===== src/rtl/bp_be_fe_cmd_gen_if.sv =====
// Backend/front-end command bundle: resolved control flow in, redirect and attaboy commands out.
// master = command generator, slave = the surrounding backend/front-end.
interface bp_be_fe_cmd_gen_if #(
  parameter int vaddr_width_p               = 39,
  parameter int branch_metadata_fwd_width_p = 40
);
  logic                                   resolve_v_i;
  logic                                   resolve_ready_o;
  logic [vaddr_width_p-1:0]               resolve_pc_i;
  logic [vaddr_width_p-1:0]               resolve_npc_pred_i;
  logic [vaddr_width_p-1:0]               resolve_tgt_i;
  logic                                   resolve_br_i;
  logic                                   resolve_jmp_i;
  logic                                   resolve_taken_i;
  logic [branch_metadata_fwd_width_p-1:0] resolve_metadata_i;
  logic                                   flush_done_i;

  logic                                   redirect_v_o;
  logic [vaddr_width_p-1:0]               redirect_pc_o;
  logic                                   redirect_br_v_o;
  logic                                   redirect_br_taken_o;
  logic                                   redirect_br_ntaken_o;
  logic                                   redirect_br_nonbr_o;
  logic [branch_metadata_fwd_width_p-1:0] redirect_br_metadata_fwd_o;

  logic                                   attaboy_v_o;
  logic                                   attaboy_yumi_i;
  logic [vaddr_width_p-1:0]               attaboy_pc_o;
  logic                                   attaboy_taken_o;
  logic                                   attaboy_ntaken_o;
  logic [branch_metadata_fwd_width_p-1:0] attaboy_br_metadata_fwd_o;

  logic [31:0]                            mispredict_cnt_o;

  modport master (
    input  resolve_v_i, resolve_pc_i, resolve_npc_pred_i, resolve_tgt_i,
           resolve_br_i, resolve_jmp_i, resolve_taken_i, resolve_metadata_i,
           flush_done_i, attaboy_yumi_i,
    output resolve_ready_o,
           redirect_v_o, redirect_pc_o, redirect_br_v_o, redirect_br_taken_o,
           redirect_br_ntaken_o, redirect_br_nonbr_o, redirect_br_metadata_fwd_o,
           attaboy_v_o, attaboy_pc_o, attaboy_taken_o, attaboy_ntaken_o,
           attaboy_br_metadata_fwd_o, mispredict_cnt_o
  );

  modport slave (
    output resolve_v_i, resolve_pc_i, resolve_npc_pred_i, resolve_tgt_i,
           resolve_br_i, resolve_jmp_i, resolve_taken_i, resolve_metadata_i,
           flush_done_i, attaboy_yumi_i,
    input  resolve_ready_o,
           redirect_v_o, redirect_pc_o, redirect_br_v_o, redirect_br_taken_o,
           redirect_br_ntaken_o, redirect_br_nonbr_o, redirect_br_metadata_fwd_o,
           attaboy_v_o, attaboy_pc_o, attaboy_taken_o, attaboy_ntaken_o,
           attaboy_br_metadata_fwd_o, mispredict_cnt_o
  );
endinterface


===== src/rtl/bp_be_fe_cmd_gen.sv =====
// Turns resolved branches into FE redirects (1-cycle pulse) or queued attaboys (visible 1 cycle after accept).
// Backpressure: resolve_ready drops while the attaboy queue is full or a redirect/flush is in progress.

module bp_be_fe_cmd_gen_fifo #(
  parameter int width_p = 8,
  parameter int els_p   = 4
) (
  input  logic               clk_i,
  input  logic               reset_n_i,
  input  logic               clr_i,
  input  logic               enq_i,
  input  logic               deq_i,
  input  logic [width_p-1:0] data_i,
  output logic [width_p-1:0] data_o,
  output logic               empty_o,
  output logic               full_o
);
  localparam int ptr_w_lp = $clog2(els_p);

  logic [width_p-1:0] mem_q [els_p];
  logic [ptr_w_lp:0]  wr_ptr_q, rd_ptr_q;
  logic               wr_en, rd_en;

  assign wr_en   = enq_i & ~full_o;
  assign rd_en   = deq_i & ~empty_o;
  // Extra pointer MSB distinguishes full from empty when the index bits match.
  assign empty_o = (wr_ptr_q == rd_ptr_q);
  assign full_o  = (wr_ptr_q[ptr_w_lp] != rd_ptr_q[ptr_w_lp])
                 & (wr_ptr_q[ptr_w_lp-1:0] == rd_ptr_q[ptr_w_lp-1:0]);
  assign data_o  = mem_q[rd_ptr_q[ptr_w_lp-1:0]];

  always_ff @(posedge clk_i) begin
    if (!reset_n_i || clr_i) begin
      wr_ptr_q <= '0;
      rd_ptr_q <= '0;
    end else begin
      if (wr_en) wr_ptr_q <= wr_ptr_q + 1'b1;
      if (rd_en) rd_ptr_q <= rd_ptr_q + 1'b1;
    end
  end

  always_ff @(posedge clk_i) begin
    if (wr_en) mem_q[wr_ptr_q[ptr_w_lp-1:0]] <= data_i;
  end
endmodule

module bp_be_fe_cmd_gen #(
  parameter int vaddr_width_p               = 39,
  parameter int branch_metadata_fwd_width_p = 40,
  parameter int attaboy_els_p               = 4
) (
  input logic                clk_i,
  input logic                reset_n_i,
  bp_be_fe_cmd_gen_if.master io
);
  typedef enum logic [1:0] {RUN, REDIR, FLUSH} state_e;

  typedef struct packed {
    logic [vaddr_width_p-1:0]               pc;
    logic                                   taken;
    logic                                   ntaken;
    logic [branch_metadata_fwd_width_p-1:0] metadata;
  } attaboy_t;

  typedef struct packed {
    logic [vaddr_width_p-1:0]               pc;
    logic                                   br_v;
    logic                                   taken;
    logic                                   ntaken;
    logic                                   nonbr;
    logic [branch_metadata_fwd_width_p-1:0] metadata;
  } redirect_t;

  state_e      state_q;
  redirect_t   redirect_q, redirect_n;
  logic        redirect_v_q;
  logic [31:0] mispredict_cnt_q;
  attaboy_t    atb_in, atb_out;
  logic        fifo_empty, fifo_full;
  logic        is_ctrl, accept, mispredict, redir_go, enq, deq;
  logic        unused_pc;

  // The resolved PC itself is not needed: commands carry the actual next PC.
  assign unused_pc = ^io.resolve_pc_i;

  assign is_ctrl    = io.resolve_br_i | io.resolve_jmp_i;
  assign io.resolve_ready_o = reset_n_i & (state_q == RUN) & ~fifo_full;
  assign accept     = io.resolve_v_i & io.resolve_ready_o;
  assign mispredict = (io.resolve_tgt_i != io.resolve_npc_pred_i);
  assign redir_go   = accept & mispredict;
  assign enq        = accept & ~mispredict & is_ctrl;
  assign io.attaboy_v_o = (state_q == RUN) & ~fifo_empty;
  assign deq        = io.attaboy_v_o & io.attaboy_yumi_i;

  always_comb begin
    redirect_n          = '0;
    redirect_n.pc       = io.resolve_tgt_i;
    redirect_n.br_v     = is_ctrl;
    redirect_n.taken    = is_ctrl & io.resolve_taken_i;
    redirect_n.ntaken   = io.resolve_br_i & ~io.resolve_taken_i;
    redirect_n.nonbr    = ~is_ctrl;
    redirect_n.metadata = io.resolve_metadata_i;

    atb_in          = '0;
    atb_in.pc       = io.resolve_tgt_i;
    atb_in.taken    = is_ctrl & io.resolve_taken_i;
    atb_in.ntaken   = io.resolve_br_i & ~io.resolve_taken_i;
    atb_in.metadata = io.resolve_metadata_i;
  end

  // A redirect squashes every queued attaboy, including one being consumed this cycle.
  bp_be_fe_cmd_gen_fifo #(
    .width_p ($bits(attaboy_t)),
    .els_p   (attaboy_els_p)
  ) attaboy_fifo (
    .clk_i     (clk_i),
    .reset_n_i (reset_n_i),
    .clr_i     (redir_go),
    .enq_i     (enq),
    .deq_i     (deq),
    .data_i    (atb_in),
    .data_o    (atb_out),
    .empty_o   (fifo_empty),
    .full_o    (fifo_full)
  );

  always_ff @(posedge clk_i) begin
    if (!reset_n_i) begin
      state_q          <= RUN;
      redirect_v_q     <= 1'b0;
      redirect_q       <= '0;
      mispredict_cnt_q <= '0;
    end else begin
      redirect_v_q <= redir_go;
      redirect_q   <= redir_go ? redirect_n : '0;
      case (state_q)
        RUN: begin
          if (redir_go) begin
            state_q <= REDIR;
            if (mispredict_cnt_q != '1) mispredict_cnt_q <= mispredict_cnt_q + 32'd1;
          end
        end
        REDIR:   state_q <= FLUSH;
        FLUSH:   if (io.flush_done_i) state_q <= RUN;
        default: state_q <= RUN;
      endcase
    end
  end

  assign io.redirect_v_o               = redirect_v_q;
  assign io.redirect_pc_o              = redirect_q.pc;
  assign io.redirect_br_v_o            = redirect_q.br_v;
  assign io.redirect_br_taken_o        = redirect_q.taken;
  assign io.redirect_br_ntaken_o       = redirect_q.ntaken;
  assign io.redirect_br_nonbr_o        = redirect_q.nonbr;
  assign io.redirect_br_metadata_fwd_o = redirect_q.metadata;

  assign io.attaboy_pc_o              = atb_out.pc;
  assign io.attaboy_taken_o           = atb_out.taken;
  assign io.attaboy_ntaken_o          = atb_out.ntaken;
  assign io.attaboy_br_metadata_fwd_o = atb_out.metadata;

  assign io.mispredict_cnt_o = mispredict_cnt_q;
endmodule


===== src/flat_wrapper.sv =====
// flat-port wrapper written by rule: the top's interface ports become plain ports
module bp_be_fe_cmd_gen_flat 
#(
  parameter int vaddr_width_p               = 39,
  parameter int branch_metadata_fwd_width_p = 40,
  parameter int attaboy_els_p               = 4
)
  (clk_i, reset_n_i, io_resolve_v_i, io_resolve_pc_i, io_resolve_npc_pred_i, io_resolve_tgt_i, io_resolve_br_i, io_resolve_jmp_i, io_resolve_taken_i, io_resolve_metadata_i, io_flush_done_i, io_attaboy_yumi_i, io_resolve_ready_o, io_redirect_v_o, io_redirect_pc_o, io_redirect_br_v_o, io_redirect_br_taken_o, io_redirect_br_ntaken_o, io_redirect_br_nonbr_o, io_redirect_br_metadata_fwd_o, io_attaboy_v_o, io_attaboy_pc_o, io_attaboy_taken_o, io_attaboy_ntaken_o, io_attaboy_br_metadata_fwd_o, io_mispredict_cnt_o);
  bp_be_fe_cmd_gen_if #(.vaddr_width_p(vaddr_width_p), .branch_metadata_fwd_width_p(branch_metadata_fwd_width_p)) io_i ();
  input logic clk_i;
  input logic reset_n_i;
  input wire logic [$bits(io_i.resolve_v_i)-1:0] io_resolve_v_i;
  input wire logic [$bits(io_i.resolve_pc_i)-1:0] io_resolve_pc_i;
  input wire logic [$bits(io_i.resolve_npc_pred_i)-1:0] io_resolve_npc_pred_i;
  input wire logic [$bits(io_i.resolve_tgt_i)-1:0] io_resolve_tgt_i;
  input wire logic [$bits(io_i.resolve_br_i)-1:0] io_resolve_br_i;
  input wire logic [$bits(io_i.resolve_jmp_i)-1:0] io_resolve_jmp_i;
  input wire logic [$bits(io_i.resolve_taken_i)-1:0] io_resolve_taken_i;
  input wire logic [$bits(io_i.resolve_metadata_i)-1:0] io_resolve_metadata_i;
  input wire logic [$bits(io_i.flush_done_i)-1:0] io_flush_done_i;
  input wire logic [$bits(io_i.attaboy_yumi_i)-1:0] io_attaboy_yumi_i;
  output wire logic [$bits(io_i.resolve_ready_o)-1:0] io_resolve_ready_o;
  output wire logic [$bits(io_i.redirect_v_o)-1:0] io_redirect_v_o;
  output wire logic [$bits(io_i.redirect_pc_o)-1:0] io_redirect_pc_o;
  output wire logic [$bits(io_i.redirect_br_v_o)-1:0] io_redirect_br_v_o;
  output wire logic [$bits(io_i.redirect_br_taken_o)-1:0] io_redirect_br_taken_o;
  output wire logic [$bits(io_i.redirect_br_ntaken_o)-1:0] io_redirect_br_ntaken_o;
  output wire logic [$bits(io_i.redirect_br_nonbr_o)-1:0] io_redirect_br_nonbr_o;
  output wire logic [$bits(io_i.redirect_br_metadata_fwd_o)-1:0] io_redirect_br_metadata_fwd_o;
  output wire logic [$bits(io_i.attaboy_v_o)-1:0] io_attaboy_v_o;
  output wire logic [$bits(io_i.attaboy_pc_o)-1:0] io_attaboy_pc_o;
  output wire logic [$bits(io_i.attaboy_taken_o)-1:0] io_attaboy_taken_o;
  output wire logic [$bits(io_i.attaboy_ntaken_o)-1:0] io_attaboy_ntaken_o;
  output wire logic [$bits(io_i.attaboy_br_metadata_fwd_o)-1:0] io_attaboy_br_metadata_fwd_o;
  output wire logic [$bits(io_i.mispredict_cnt_o)-1:0] io_mispredict_cnt_o;
  assign io_i.resolve_v_i = io_resolve_v_i;
  assign io_i.resolve_pc_i = io_resolve_pc_i;
  assign io_i.resolve_npc_pred_i = io_resolve_npc_pred_i;
  assign io_i.resolve_tgt_i = io_resolve_tgt_i;
  assign io_i.resolve_br_i = io_resolve_br_i;
  assign io_i.resolve_jmp_i = io_resolve_jmp_i;
  assign io_i.resolve_taken_i = io_resolve_taken_i;
  assign io_i.resolve_metadata_i = io_resolve_metadata_i;
  assign io_i.flush_done_i = io_flush_done_i;
  assign io_i.attaboy_yumi_i = io_attaboy_yumi_i;
  assign io_resolve_ready_o = io_i.resolve_ready_o;
  assign io_redirect_v_o = io_i.redirect_v_o;
  assign io_redirect_pc_o = io_i.redirect_pc_o;
  assign io_redirect_br_v_o = io_i.redirect_br_v_o;
  assign io_redirect_br_taken_o = io_i.redirect_br_taken_o;
  assign io_redirect_br_ntaken_o = io_i.redirect_br_ntaken_o;
  assign io_redirect_br_nonbr_o = io_i.redirect_br_nonbr_o;
  assign io_redirect_br_metadata_fwd_o = io_i.redirect_br_metadata_fwd_o;
  assign io_attaboy_v_o = io_i.attaboy_v_o;
  assign io_attaboy_pc_o = io_i.attaboy_pc_o;
  assign io_attaboy_taken_o = io_i.attaboy_taken_o;
  assign io_attaboy_ntaken_o = io_i.attaboy_ntaken_o;
  assign io_attaboy_br_metadata_fwd_o = io_i.attaboy_br_metadata_fwd_o;
  assign io_mispredict_cnt_o = io_i.mispredict_cnt_o;
  bp_be_fe_cmd_gen #(.vaddr_width_p(vaddr_width_p), .branch_metadata_fwd_width_p(branch_metadata_fwd_width_p), .attaboy_els_p(attaboy_els_p)) u_core (.clk_i(clk_i), .reset_n_i(reset_n_i), .io(io_i));
endmodule

===== config.mk =====
export PLATFORM = sky130hd
export DESIGN_NAME = bp_be_fe_cmd_gen_flat
export DESIGN_NICKNAME = d
export VERILOG_FILES = /design/src/rtl/bp_be_fe_cmd_gen_if.sv /design/src/rtl/bp_be_fe_cmd_gen.sv /design/src/flat_wrapper.sv
export SDC_FILE = /design/constraint.sdc
export NUM_CORES = 1
export LEC_CHECK = 0
export ABC_CLOCK_PERIOD_IN_PS = 6600
export CORE_ASPECT_RATIO = 0.6
export CORE_MARGIN = 4
export CORE_UTILIZATION = 50
export CTS_CLUSTER_DIAMETER = 40
export DETAILED_ROUTE_END_ITERATION = 12
export PLACE_DENSITY = 0.79
export SETUP_SLACK_MARGIN = 0.4
export SYNTH_ARGS = -nofsm -noshare
export SYNTH_HDL_FRONTEND = slang
export SYNTH_SLANG_ARGS = --single-unit

===== constraint.sdc =====
create_clock -name clk_i -period 6.6 [get_ports clk_i]
set_input_delay 0.99 -clock clk_i [delete_from_list [all_inputs] [get_ports clk_i]]
set_output_delay 0.99 -clock clk_i [all_outputs]
set_load 0.01 [all_outputs]

==> run metrics <==
status completed; first-pass GRT wire length 59.90 mm; share of cells above drive strength 1 13.17%; WS Path Type in -> reg; Top Ports 364; DR vias 9582; vias in the first global route 9861; Top FF cell, synth edfxtp_1; final setup vio count 0; # Post-CTS Setup Buffers 0; cell area after synthesis 16540 µm²; routed length per instance 22.91 µm; clk_lat worst skew 0.53 ns; Syn Area/Cell 18.09 µm²; top post-synthesis cells by area edfxtp_1 (59%), dfxtp_1 (15%), mux4_2 (11%); max cap viols 0; global route total overflow 0; unrepaired setup endpoints after global routing false; Mapped Cells 914; fraction of registers with async set/reset 0%; Worst Tran Pin Value 1.114 ns; post-DP HPWL 25.74 mm; Synth area leader edfxtp_1; Rel. slew slack 24.80%; Clock Sinks 450; hold slack 0.4841 ns; Hold WC Path Type reg -> reg; Fillers 2160; Setup TNS 0 ns; Ys Warns 0; H-Tree Level Count 2; critical path fanouts, max 42; overall power 0.005816 W; critical path required time 6.80 ns; Cell Chain, Critical Path clkdlybuf4s50_1 -> xor2_1 -> nor4_1 -> nand4_1 -> nor3_1 -> buf_4 -> and3_1 -> and2_4 -> buf_4; GRT Util Overall 21.63%; starting density of the core 50.82%; Commonest cells post-synth edfxtp_1 (324), dfxtp_1 (126), and2_1 (87), mux4_2 (81), xor2_1 (42); Crit path top cell by count buf_4; number of enable flip-flop cells after synthesis 324; CP endpoint kind register; placeable core area 32540 µm²; hold-fix buffers at CTS 0; maximum VDD drop 0.2196 mV; initial antenna violation count 1; # rows 51; Inserted Clock Buffers 44; final WL 39.31 mm; CTS Buffer Depth 3; minimum clock period 4.806 ns; sequential area share after synthesis 74.09%; Arrival @ worst endpoint 5.01 ns; Final Cycle Share 72.82%; DRT iter0 DRCs 660; Die X 242.8 µm; Pre-Repair DR Iteration Count 5; Final Slew Violations 0; ANT nets after route 0; Post-Place Cells 1635; R2R depth 9; total leakage power 7.247 nW; Die Height 148.9 µm; pwr dens 267.3 nW/µm²; Fin. Hold Viols 0; largest net degree at the start of global routing 63; syn_nets 1085; CTS tree built; worst clock skew 0.01408 ns; clock root buffer clkbuf_16; PortBufs 324; distinct cell type count after synthesis 42; Synth-to-Final Area Change 31.57%; drt drc 0; Post-Layout Cell Count 1716; Nets 1428; fmax 208.1 MHz; flops & latches, synth 450; RePlAce Congestion 0.8510; Clock Pin Slew Worst Setup and Hold Paths 0.06 ns; startpoint types primary input; Synth top area share 58.83%; top-count cell post-synth edfxtp_1; CP max stage cell nor4_1; vias per cell 5.584; largest stage delay on the critical path 0.96 ns; DIE AREA 36140 µm²; Hold Crit Depth 2; total of cells resized after clock tree synthesis 0
==> worst max-delay path, delay by kind of cell <==
kind,cells,cell delay [ns]
buf+inv,3,1.39
xor+xnor,1,0.25
simple gates,5,2.34
==> layer usage <==
metal	GRT usage, %	up-vias	routed length, µm	part of all wire [%]
met3	5.155	59	2896	7.4
met1	30.43	4910	16850	43
li1	-	4246	-	-
met2	35.22	367	18870	48
met5	0	-	0	0
met4	4.410	0	687	1.7
==> through the flow <==
stage	setup slack, ns	utilization (%)	instance area [µm²]
2_1_floorplan	0.4309	-	16540
3_3_place_gp	1.414	62.37	20300
3_5_place_dp	1.358	62.37	20300
4_1_cts	1.927	66.85	21750
5_1_grt	1.761	66.86	21760
6_report	1.794	66.86	21760
==> layout make-up <==
type	count	area [µm²]	area share [%]
sequential	450	12260	56.35
inverter	6	22.52	0.1035
clock inverter	20	234.0	1.075
antenna	1	2.502	0.01150
timing repair buffer	338	3386	15.56
multi-input combinational	417	4100	18.85
clock buffer	60	1222	5.618
tap	424	530.5	2.438
==> cell usage in the layout (no fill, tap or decap), types with 14 or more instances in the layout <==
cell type / instances
clkdlybuf4s50_1: 324
dfxtp_1: 124
nand3_1: 17
and2_1: 84
xor2_1: 42
o31ai_1: 15
edfxtp_1: 324
nand2_1: 26
nand4_1: 16
mux2i_1: 15
mux4_2: 81
clkbuf_16: 45
a21oi_1: 16
nor2_1: 14
==> state kept, by name (all words and copies together) (netlist names), named ones only <==
signal / cells
u_core.attaboy_fifo.mem_q: 324
u_core.io.redirect_br_metadata_fwd_o: 40
u_core.io.redirect_pc_o: 39
u_core.io.mispredict_cnt_o: 32
u_core.attaboy_fifo.rd_ptr_q: 3
u_core.attaboy_fifo.wr_ptr_q: 3
u_core.state_q: 2
u_core.io.redirect_br_nonbr_o: 1
u_core.io.redirect_br_ntaken_o: 1
u_core.io.redirect_br_taken_o: 1
u_core.io.redirect_br_v_o: 1
u_core.io.redirect_v_o: 1
==> logic make-up after synthesis <==
group / Yosys count / synth area share (%)
and+or+nand+nor: 224 / 8.080
buffers and inverters: 47 / 1.210
adders and majority gates: 6 / 0.4539
DFF: 450 / 74.09
muxes: 96 / 11.94
AOI/OAI and AO/OA: 47 / 1.899
xor gates and xnor gates: 44 / 2.330
==> where the power goes <==
group	switching (W)	internal [W]
combinational	0.000121	0.000129
clock	0.00104	0.00147
sequential	0.00000827	0.00304
total	0.00117	0.00464
==> worst paths after layout <==
path | startpoint | endpoint | slack [ns]
max | io_resolve_tgt_i[4] | u_core.attaboy_fifo.mem_q[2][6] | 1.79
min reg2reg | u_core.io.mispredict_cnt_o[11] | u_core.io.mispredict_cnt_o[11] | 0.48
max reg2reg | u_core.attaboy_fifo.wr_ptr_q[0] | u_core.io.mispredict_cnt_o[3] | 2.86
min | u_core.io.mispredict_cnt_o[11] | u_core.io.mispredict_cnt_o[11] | 0.48
Note: power is estimated with default switching activity, not from simulation.
